--- src/rtl/psum_acc_ctrl.sv ---
// psum_acc_ctrl: partial-sum accumulation controller.
//
// Accumulates cfg_pass_num adder-tree sums per output and emits
// cfg_out_num outputs per job, then pulses done.
//
// Parameters
//   DATA_WID  signed width of the input sums and of out_data (default `CNN_XLEN)
//   PASS_WID  width of the pass-count field; accumulator is DATA_WID+PASS_WID
//   OUT_WID   width of the output-count field
//
// Ports
//   clk, reset              clock, asynchronous active-high reset
//   cfg_start               one-cycle job start (honoured in IDLE only)
//   cfg_pass_num            sums per output (0 is treated as 1)
//   cfg_out_num             outputs per job (0 finishes at once)
//   in_valid/in_ready/in_data      adder-tree sum stream
//   out_valid/out_ready/out_data/out_last  result stream
//   busy                    high whenever the FSM is not IDLE
//   done                    one-cycle job-complete pulse
//   dbg_state               current FSM state
//
// Handshake: a beat transfers on a rising clk edge where valid and ready are
// both 1. A producer holding valid keeps its data stable until that edge;
// out_valid/out_data/out_last are held until out_ready is seen.
//
// Macros
//   CNN_XLEN     default for DATA_WID (16 when not defined elsewhere)
//   PSUM_SAT_EN  saturate out_data to the signed DATA_WID range; when not
//                defined, out_data is the low DATA_WID accumulator bits.

`ifndef CNN_XLEN
`define CNN_XLEN 16
`endif

module psum_acc_ctrl #(
  parameter int DATA_WID = `CNN_XLEN,
  parameter int PASS_WID = 4,
  parameter int OUT_WID  = 10
) (
  input  logic                       clk,
  input  logic                       reset,
  input  logic                       cfg_start,
  input  logic [PASS_WID-1:0]        cfg_pass_num,
  input  logic [OUT_WID-1:0]         cfg_out_num,
  input  logic                       in_valid,
  output logic                       in_ready,
  input  logic signed [DATA_WID-1:0] in_data,
  output logic                       out_valid,
  input  logic                       out_ready,
  output logic signed [DATA_WID-1:0] out_data,
  output logic                       out_last,
  output logic                       busy,
  output logic                       done,
  output logic [1:0]                 dbg_state
);

  localparam int ACC_WID = DATA_WID + PASS_WID;

  typedef enum logic [1:0] {
    S_IDLE   = 2'd0,
    S_ACCUM  = 2'd1,
    S_OUTPUT = 2'd2
  } state_t;

  state_t                     r_state;
  state_t                     w_next_state;
  logic signed [ACC_WID-1:0]  r_acc;
  logic [PASS_WID-1:0]        r_pass_cnt;
  logic [PASS_WID-1:0]        r_pass_num;
  logic [OUT_WID-1:0]         r_out_idx;
  logic [OUT_WID-1:0]         r_out_num;
  logic                       r_done;

  logic                       w_in_fire;
  logic                       w_out_fire;
  logic [PASS_WID-1:0]        w_pass_last;
  logic                       w_pass_done;
  logic                       w_last_out;
  logic signed [ACC_WID-1:0]  w_in_ext;
  logic [DATA_WID-1:0]        w_result;

  // Index of the final pass; a latched pass count of 0 behaves as 1.
  assign w_pass_last = (r_pass_num == '0) ? '0 : r_pass_num - PASS_WID'(1);
  assign w_in_fire   = (r_state == S_ACCUM) && in_valid;
  assign w_out_fire  = (r_state == S_OUTPUT) && out_ready;
  assign w_pass_done = w_in_fire && (r_pass_cnt == w_pass_last);
  assign w_last_out  = (r_out_idx == (r_out_num - OUT_WID'(1)));
  assign w_in_ext    = {{PASS_WID{in_data[DATA_WID-1]}}, in_data};

`ifdef PSUM_SAT_EN
  // The accumulator fits the output range only when every bit from the
  // output sign bit upward agrees.
  logic [PASS_WID:0] w_acc_hi;
  logic              w_in_range;
  assign w_acc_hi   = r_acc[ACC_WID-1:DATA_WID-1];
  assign w_in_range = (&w_acc_hi) | ~(|w_acc_hi);
  assign w_result   = w_in_range ? r_acc[DATA_WID-1:0] :
                      r_acc[ACC_WID-1] ? {1'b1, {(DATA_WID-1){1'b0}}} :
                                         {1'b0, {(DATA_WID-1){1'b1}}};
`else
  assign w_result   = r_acc[DATA_WID-1:0];
`endif

  // State register
  always_ff @(posedge clk or posedge reset) begin
    if (reset) begin
      r_state <= S_IDLE;
    end else begin
      r_state <= w_next_state;
    end
  end

  // Next-state logic
  always_comb begin
    w_next_state = r_state;
    case (r_state)
      S_IDLE: begin
        // A zero-output job completes without ever leaving IDLE.
        if (cfg_start && (cfg_out_num != '0)) begin
          w_next_state = S_ACCUM;
        end
      end
      S_ACCUM: begin
        if (w_pass_done) begin
          w_next_state = S_OUTPUT;
        end
      end
      S_OUTPUT: begin
        if (w_out_fire) begin
          w_next_state = w_last_out ? S_IDLE : S_ACCUM;
        end
      end
      default: w_next_state = S_IDLE;
    endcase
  end

  // Datapath: accumulator, counters, latched configuration and done pulse
  always_ff @(posedge clk or posedge reset) begin
    if (reset) begin
      r_acc      <= '0;
      r_pass_cnt <= '0;
      r_pass_num <= '0;
      r_out_idx  <= '0;
      r_out_num  <= '0;
      r_done     <= 1'b0;
    end else begin
      r_done <= 1'b0;
      case (r_state)
        S_IDLE: begin
          if (cfg_start) begin
            r_pass_num <= cfg_pass_num;
            r_out_num  <= cfg_out_num;
            r_acc      <= '0;
            r_pass_cnt <= '0;
            r_out_idx  <= '0;
            if (cfg_out_num == '0) begin
              r_done <= 1'b1;
            end
          end
        end
        S_ACCUM: begin
          if (w_in_fire) begin
            r_acc      <= r_acc + w_in_ext;
            r_pass_cnt <= r_pass_cnt + PASS_WID'(1);
          end
        end
        S_OUTPUT: begin
          if (w_out_fire) begin
            r_acc      <= '0;
            r_pass_cnt <= '0;
            if (w_last_out) begin
              r_done <= 1'b1;
            end else begin
              r_out_idx <= r_out_idx + OUT_WID'(1);
            end
          end
        end
        default: begin
          r_acc <= '0;
        end
      endcase
    end
  end

  // Outputs are decoded from state so they fall to 0 as soon as reset hits.
  assign in_ready  = (r_state == S_ACCUM);
  assign out_valid = (r_state == S_OUTPUT);
  assign out_last  = (r_state == S_OUTPUT) && w_last_out;
  assign out_data  = (r_state == S_OUTPUT) ? w_result : '0;
  assign busy      = (r_state != S_IDLE);
  assign done      = r_done;
  assign dbg_state = r_state;

endmodule

--- config.mk ---
export PLATFORM = sky130hd
export DESIGN_NAME = psum_acc_ctrl
export DESIGN_NICKNAME = d
export VERILOG_FILES = /design/src/rtl/psum_acc_ctrl.sv
export SDC_FILE = /design/constraint.sdc
export NUM_CORES = 1
export LEC_CHECK = 0
export BUFFER_PORTS_ARGS = -buffer_cell sky130_fd_sc_hd__buf_2
export CAP_MARGIN = 30
export CORE_ASPECT_RATIO = 1.75
export CORE_UTILIZATION = 25
export DETAILED_ROUTE_END_ITERATION = 7
export SYNTH_ARGS = -nofsm -noshare
export SYNTH_HDL_FRONTEND = slang
export SYNTH_SLANG_ARGS = --single-unit
--- constraint.sdc ---
create_clock -name clk -period 3.1 [get_ports clk]
set_input_delay 0.93 -clock clk [delete_from_list [all_inputs] [get_ports clk]]
set_output_delay 0.93 -clock clk [all_outputs]
set_load 0.05 [all_outputs]
==> flow_summary.ini, run 1 <==
[synth]
synth_edf_count = 0
yosysMostFrequentCell = nand2_1
ys_ff_latch = 47
synth_ff_type = dfrtp_1
synthArstFlopShare = 1.00
yosysTopAreaCell = dfrtp_1
yosysWarnings = 0
yosysSeqAreaShare = 0.358
synthCells = 388
netlist-cell-type-count = 55
synth_commonest_cells = nand2_1, dfrtp_1, o21ai_0
netlist.area_leader.share = 0.358
synth_nets = 442
synthTopCellsByArea = dfrtp_1, nand2_1, ha_1
syn-cell-area_um2 = 3290
avgSynthCellArea_um2 = 8.47

[die]
die_h_um = 154
initial_core_util = 0.255
die_area_um2 = 13600
design.core.area_um2 = 12900
die_width_um = 88.7
rows = 55
io_pins = 58

[worst_setup_path]
crit_path_start_kind = flip-flop
crit_path_end_kind = primary output
reg2regPathDepth = 10
crit_path_end = out_last
crit_arrival_ns = 2.39
path_class = reg -> out
worst_ep_required_time_ns = 2.17
critPathLaunch = r_out_num[0]
r2r-end = r_out_idx[8]
rrSetupSlack_ns = 0.21
critPathMaxFanout = 3
worstReg2RegStart = r_out_num[0]

[global_route]
track_usage = 0.136
grt_overflow = 0
grt_max_degree = 26
grt_pass1_wl_um = 14500
antenna_found_initial = 0
grt_pass1_vias = 3064

[clock_tree]
cts_tree = built
cts_made_buffers = 5
clk_pin_slew_ns = 0.07
postCtsHoldBufs = 0
cts.sinks = 47
cts_buffer_depth = 2
htreeDepth = 2
cts-root-buf = clkbuf_16
clkLatencyLatePin_ns = 0.29

[pwr]
cellPowerDensity_nw_per_um2 = 926
p_total_uw = 3770
p_seq_frac = 0.279
internal_power_uw = 2100
power.share.clock = 0.192
switchingPower_uw = 1680
vdd_ir_drop_max_mv = 0.466
combPwrFrac = 0.528
p_leak_uw = 0.00194
switching_share = 0.444

[job]
max-cap-violations = 0

[status]
violations = negative setup slack
outcome = finished with violations

[placed_design]
dp.cells = 617
hpwl_um = 6820
dpl_cell_area_um2 = 3840
io_buffers = 57
place.gp.congestion = 0.833
post-place-ws_ns = 0.00902

[layout]
n_fill_cell = 1381
final_net_count = 510
fin_cells = 628
n_antenna_cell = 0
syn_to_final_growth_pct = 24.0
fin_util = 0.317
drive_above_1_share = 0.219
stdcell_area_um2 = 4080

[routing]
avgRoutedWirePerCell_um = 14.2
first_pass_iters = 4
vias_per_cell = 4.88
vias = 3066
drtIter0Drc = 151
ant_nets = 0
drt-total-wl_um = 8930
post-route-drc-count = 0

[sta]
rsz0062_at_grt = true
period_share = 1.07
finalSetupViolations = 1
maxSlewHeadroom = 0.460
finalHoldViolations = 0
fin_crit_ns = 3.32
fin_skew_ns = 0.00724
fmax_mhz = 301
worstMarginPinSlew_ns = 0.810
drv_slew = 0
setup_slack_ns = -0.223

[min_path]
hold_path.class = reg -> reg
==> power by group through the flow <==
stage                     registers [µW]  clock network [µW]  logic (µW)
after floorplan                     1030                   0        1450
after global placement              1050                   0        1900
after detailed placement            1060                   0        1940
after CTS                           1050                 746        1990
after global routing                1090                 768        2200
final                               1050                 726        1990
==> worst max-delay path, cell delays in order (launching register included) <==
cell     delay, ns
dfrtp_1       0.40
or4_4         0.57
or4_4         0.54
a21oi_4       0.16
a31oi_4       0.06
nor3_4        0.19
buf_6         0.18
==> cell usage in the layout (no fill, tap or decap), types with 4 or more instances in the layout <==
master     count
nand4_1        4
buf_4         18
dfrtp_1       47
ha_1          18
nand2_1       73
nor4_1         5
or4_1          6
nor2_1        20
nand2b_1       5
o211ai_1       6
a21o_1         7
buf_2         56
inv_1         13
and2_1        18
a21oi_1       20
or3_1          5
nand3_1        6
xor2_1        15
o31ai_1        6
xnor2_1       16
clkbuf_16      5
o21ai_0       32
==> per-stage QoR <==
stage,hold WS [ns],setup TNS (ns)
2_1_floorplan,0.466,-0.00547
3_3_place_gp,0.486,0
3_5_place_dp,0.498,0
4_1_cts,0.517,-0.176
5_1_grt,0.537,-0.300
6_report,0.516,-0.223
==> sequential cells by signal, summed over array words and instances, names as in the netlist <==
name        count
r_acc          16
r_out_num      10
r_pass_num      4
dbg_state       2
done            1
r_out_idx      10
r_pass_cnt      4
==> cell type report <==
type | count | area, µm² | area share
clock inverters | 3 | 71.3 | 0.0175
repair buffers | 75 | 427 | 0.105
inverters | 14 | 52.6 | 0.0129
well taps | 171 | 214 | 0.0525
multi-input cells | 313 | 2010 | 0.493
clock buffers | 5 | 125 | 0.0307
flip-flops and latches | 47 | 1180 | 0.289
==> kinds of logic (layout without fill, tap and decap cells) <==
logic type,Yosys count,after routing,synth area share
fa+ha+maj,19,19,0.0746
simple gates,164,164,0.248
mux,3,3,0.00952
xor+xnor,31,31,0.0826
buf+inv,28,97,0.0369
flops,47,47,0.358
compound gates,96,96,0.191
==> worst min path at each step <==
stage                 startpoint           end  depth (start not counted)
global route           r_acc[13]     r_acc[13]                          2
detailed placement      r_acc[8]      r_acc[8]                          2
floorplan           r_out_num[9]  r_out_num[9]                          2
global placement        r_acc[7]      r_acc[7]                          2
CTS                    r_acc[13]     r_acc[13]                          2
finish                  r_acc[6]      r_acc[6]                          2
==> routing by layer <==
metal  global-route usage  wire, µm
met1                0.148      3540
met5                    0         0
met3               0.0177       303
met4               0.0591       242
met2                0.252      4840
==> what timing repair did <==
action | CTS | global route
gates cloned | 0 | 0
setup endpoints to repair | 1 | 1
gates resized for setup | 3 | 1
pin swaps | 0 | 2
setup buffers | 3 | 0
Power figures use the tool's default switching activity.
==> run 2: changes to the inputs <==
- BUFFER_PORTS_ARGS: -buffer_cell sky130_fd_sc_hd__buf_2 -> -buffer_cell sky130_fd_sc_hd__buf_4
- SLEW_MARGIN: unset -> 5
- clock period: 3.1 -> 3.9 ns (I/O delays scaled with it)
==> run 2 against run 1 <==
The flow now finishes without violations. Clock power decreased by 29%. Flip-flop and latch count unchanged. Largest power group unchanged. First-iteration DRC count decreased by 36%. Critical path depth increased by 2. Count of clock-buffer cells in the layout unchanged.
==> flow_summary.ini, run 2 (synthesis gave the netlist of run 1 again) <==
[status]
outcome = completed

[placed_design]
place.gp.congestion = 0.845
post-place-ws_ns = 0.571
io_buffers = 57
hpwl_um = 6570
dp.cells = 607

[pwr]
switchingPower_uw = 1280
p_leak_uw = 0.00188
power.share.clock = 0.181
p_seq_frac = 0.310
cellPowerDensity_nw_per_um2 = 697
vdd_ir_drop_max_mv = 0.369
combPwrFrac = 0.509
internal_power_uw = 1550
switching_share = 0.452

[worst_setup_path]
worstReg2RegStart = r_out_num[0]
path_class = reg -> out
crit_path_start_kind = flip-flop
critPathLaunch = r_out_num[0]
critPathMaxFanout = 5
crit_path_end_kind = primary output
critical_path.cell_chain = inv_1 > ha_1 > or3b_2 > nor2_1 > xnor2_1 > nand4_1 > nor3_2 > buf_4
crit_path_max_incr_delay_ns = 0.49
crit_arrival_ns = 2.48
critPathBufInv = 2
worst_ep_required_time_ns = 2.73
slowest_stage = or3b_2
critPathTopFamily = simple AND/OR/NAND/NOR gates

[layout]
multi_input_area_um2 = 1990
n_antenna_cell = 0
drive_above_1_share = 0.194
layout_commonest_cell = nand2_1
top_register = r_acc
final_cell_mix = nand2_1, buf_4, dfrtp_1
n_fill_cell = 1379
final_net_count = 497
regArea_um2 = 1180
largest_registers = r_acc: 16 flops, r_out_idx: 10 flops, r_out_num: 10 flops
syn_to_final_growth_pct = 24.0
largest_reg_flops = 16
fin_cells = 615

[sta]
fin_skew_ns = 0.0112
worstMarginPinSlew_ns = 0.831
maxSlewHeadroom = 0.446
drv_slew = 0
period_share = 0.937
rsz0062_at_grt = false
setup_slack_ns = 0.247
finalHoldViolations = 0
fin_crit_ns = 3.65
fmax_mhz = 274
tns_ns = 0
finalSetupViolations = 0

[global_route]
track_usage = 0.132
grt_pass1_wl_um = 14200
antenna_found_initial = 0
grt_overflow = 0
grt_max_degree = 26
grt_pass1_vias = 2991

[job]
max-cap-violations = 0

[clock_tree]
cts_buffer_depth = 2
htreeDepth = 2
clkLatencyLatePin_ns = 0.29
clk_pin_slew_ns = 0.08
cts_tree = built
cts-root-buf = clkbuf_16
postCtsHoldBufs = 0
cts.sinks = 47
post_cts_buffers = 0
cts_made_buffers = 5
cts_resized = 0

[routing]
vias = 2965
post-route-drc-count = 0
avgRoutedWirePerCell_um = 14.0
first_pass_iters = 4
drtIter0Drc = 97
drt-total-wl_um = 8590
ant_nets = 0
vias_per_cell = 4.82

[min_path]
hold_path.class = reg -> reg
holdCritStartpoint = r_acc[4]

[die]
die_h_um = 154
design.core.area_um2 = 12900
die_width_um = 88.7
initial_core_util = 0.255
io_pins = 58
die_area_um2 = 13600
rows = 55
[run 2: stage by stage]
stage	hold slack, ns	area, µm²	total power (µW)	util
after floorplan	0.466	3290	1960	-
after global placement	0.487	3900	2300	0.303
after detailed placement	0.500	3900	2330	0.303
after CTS	0.516	4070	2850	0.317
after global routing	0.530	4070	3070	0.317
final	0.506	4070	2840	0.317
[run 2: worst paths after layout]
kind                                  to  slack, ns  cells after the start
min reg2reg                     r_acc[4]       0.51                      2
max in group asynchronous  r_pass_num[3]       2.33                      3
min in group asynchronous       r_acc[5]       0.93                      2
max reg2reg                 r_out_idx[9]       1.15                      9
min                             r_acc[4]       0.51                      2
max                             out_last       0.25                      8
[run 2: metal layers]
metal	global-route usage	share of wire
met5	0	0
met4	0.0492	0.025
met3	0.0166	0.027
met2	0.240	0.53
met1	0.153	0.41
[run 2: tightest hold or removal path, cell delays in order, from the launching register on]
cell and delay (ns):
dfrtp_1 0.36, nand2_1 0.05, o21ai_0 0.06
[run 2: cell type report]
| type | instances | area share |
|---|---|---|
| clock inverters | 3 | 0.0117 |
| flip-flops and latches | 47 | 0.289 |
| multi-input cells | 313 | 0.489 |
| well taps | 171 | 0.0525 |
| repair buffers | 62 | 0.114 |
| clock buffers | 5 | 0.0307 |
| inverters | 14 | 0.0129 |
[run 2: power groups by stage]
| stage | sequential, µW | combinational (µW) | clock [µW] |
|---|---|---|---|
| CTS | 878 | 1450 | 524 |
| floorplan | 818 | 1150 | 0 |
| global route | 905 | 1620 | 540 |
| global placement | 877 | 1420 | 0 |
| detailed placement | 885 | 1450 | 0 |
| finish | 881 | 1440 | 513 |
==> run 3: changes to the inputs <==
- RECOVER_POWER: unset -> 100
==> run 3 against run 2 <==
The run now ends with max-capacitance violations, max-slew violations left. Non-clock buffer count unchanged. Flip-flop and latch count unchanged. Hold slack improved by 0.0019 ns. Highest routed layer unchanged. Via count decreased by 0.57%. Combinational power decreased by 3%. Largest cell class unchanged. Maximum frequency decreased by 1.3%. Count of clock-buffer cells in the layout unchanged.
==> flow_summary.ini, run 3 (synthesis gave the netlist of run 1 again) <==
[status]
outcome = finished with violations
violations = max-capacitance violations, max-slew violations

[sta]
period_share = 0.950
rsz0062_at_grt = false
drv_slew = 18
tns_ns = 0
fin_skew_ns = 0.0101
finalHoldViolations = 0
finalSetupViolations = 0
fin_crit_ns = 3.70
maxSlewHeadroom = -0.0581
worstMarginPinSlew_ns = 1.57
fmax_mhz = 270

[layout]
layout_commonest_cell = nand2_1
n_fill_cell = 1393
final_net_count = 497
multi_input_area_um2 = 1980
largest_registers = r_acc: 16 flops, r_out_idx: 10 flops, r_out_num: 10 flops
final_cell_mix = nand2_1, dfrtp_1, buf_4
stdcell_area_um2 = 3990
largest_reg_flops = 16
drive_above_1_share = 0.149
n_antenna_cell = 0
syn_to_final_growth_pct = 21.5
top_register = r_acc
regArea_um2 = 1180

[worst_setup_path]
crit_path_max_incr_delay_ns = 0.57
crit_path_start_kind = flip-flop
crit_arrival_ns = 2.53
critPathMaxFanout = 5
path_class = reg -> out
slowest_stage = or4_4
worst_ep_required_time_ns = 2.73
crit_top_cell = or4_4
critical_path.cell_chain = or4_4 > or4_4 > a21oi_2 > a31oi_4 > nor3_2 > clkbuf_2
crit_path_end_kind = primary output

[global_route]
track_usage = 0.132
grt_overflow = 0
grt_pass1_wl_um = 14200
grt_pass1_vias = 2991
grt_max_degree = 26
antenna_found_initial = 0

[clock_tree]
postCtsHoldBufs = 0
cts_resized = 0
cts_buffer_depth = 2
cts_tree = built
cts_made_buffers = 5
cts-root-buf = clkbuf_16
clkLatencyLatePin_ns = 0.29
cts.sinks = 47
htreeDepth = 2
clk_pin_slew_ns = 0.08
post_cts_buffers = 0

[pwr]
p_total_uw = 2790
vdd_ir_drop_max_mv = 0.342
p_leak_uw = 0.00180
cellPowerDensity_nw_per_um2 = 699

[routing]
first_pass_iters = 4
drt-total-wl_um = 8580
vias_per_cell = 4.79
avgRoutedWirePerCell_um = 14.0
post-route-drc-count = 0
drtIter0Drc = 81
vias = 2948
ant_nets = 0

[die]
initial_core_util = 0.255
die_width_um = 88.7
die_h_um = 154
rows = 55
die_area_um2 = 13600
design.core.area_um2 = 12900
io_pins = 58

[placed_design]
io_buffers = 57
dpl_cell_area_um2 = 3900
hpwl_um = 6570
place.gp.congestion = 0.845

[min_path]
hold_path.class = reg -> reg

[job]
max-cap-violations = 1
run 3: power by group:
part / switching [µW] / internal (µW)
Clock: 205 / 306
Combinational: 840 / 556
Sequential: 228 / 654
run 3: per-stage QoR:
stage                util  hold slack, ns  setup WS (ns)  std cells
floorplan               -           0.466          0.314        388
CTS                 0.317           0.516          0.244        615
global route        0.310           0.531         0.0382        615
detailed placement  0.303           0.500          0.571        607
global placement    0.303           0.487          0.586        607
finish              0.310           0.507          0.197        615
run 3: final timing paths:
kind                       slack [ns]  cells past startpoint    startpoint       endpoint
setup reg to reg                 0.38                      7  r_out_num[0]   r_out_idx[6]
hold reg to reg                  0.51                      2      r_acc[4]       r_acc[4]
max in group asynchronous        1.46                      3         reset  r_pass_num[3]
min in group asynchronous        1.12                      2         reset       r_acc[5]
hold / removal                   0.51                      2      r_acc[4]       r_acc[4]
setup / recovery                 0.20                      6  r_out_num[0]       out_last
run 3: worst max-delay path, delay by kind of cell (launching register included):
kind / cells / cell delay [ns]
compound gates: 2 / 0.24
simple gates: 3 / 1.26
buf+inv: 1 / 0.30
flops: 1 / 0.43
run 3: area by class of cell:
class                           count  area share
Tap cell                          171      0.0536
Timing Repair Buffer               62      0.0990
Multi-Input combinational cell    313       0.496
Inverter                           14      0.0132
Clock inverter                      3      0.0119
Clock buffer                        5      0.0313
Sequential cell                    47       0.295
run 3: metal layers:
layer	vias to the layer above	share of wire	GRT usage
met1	1408	0.42	0.153
met2	48	0.53	0.240
met5	-	0	0
li1	1478	-	-
met3	14	0.025	0.0166
met4	0	0.025	0.0492
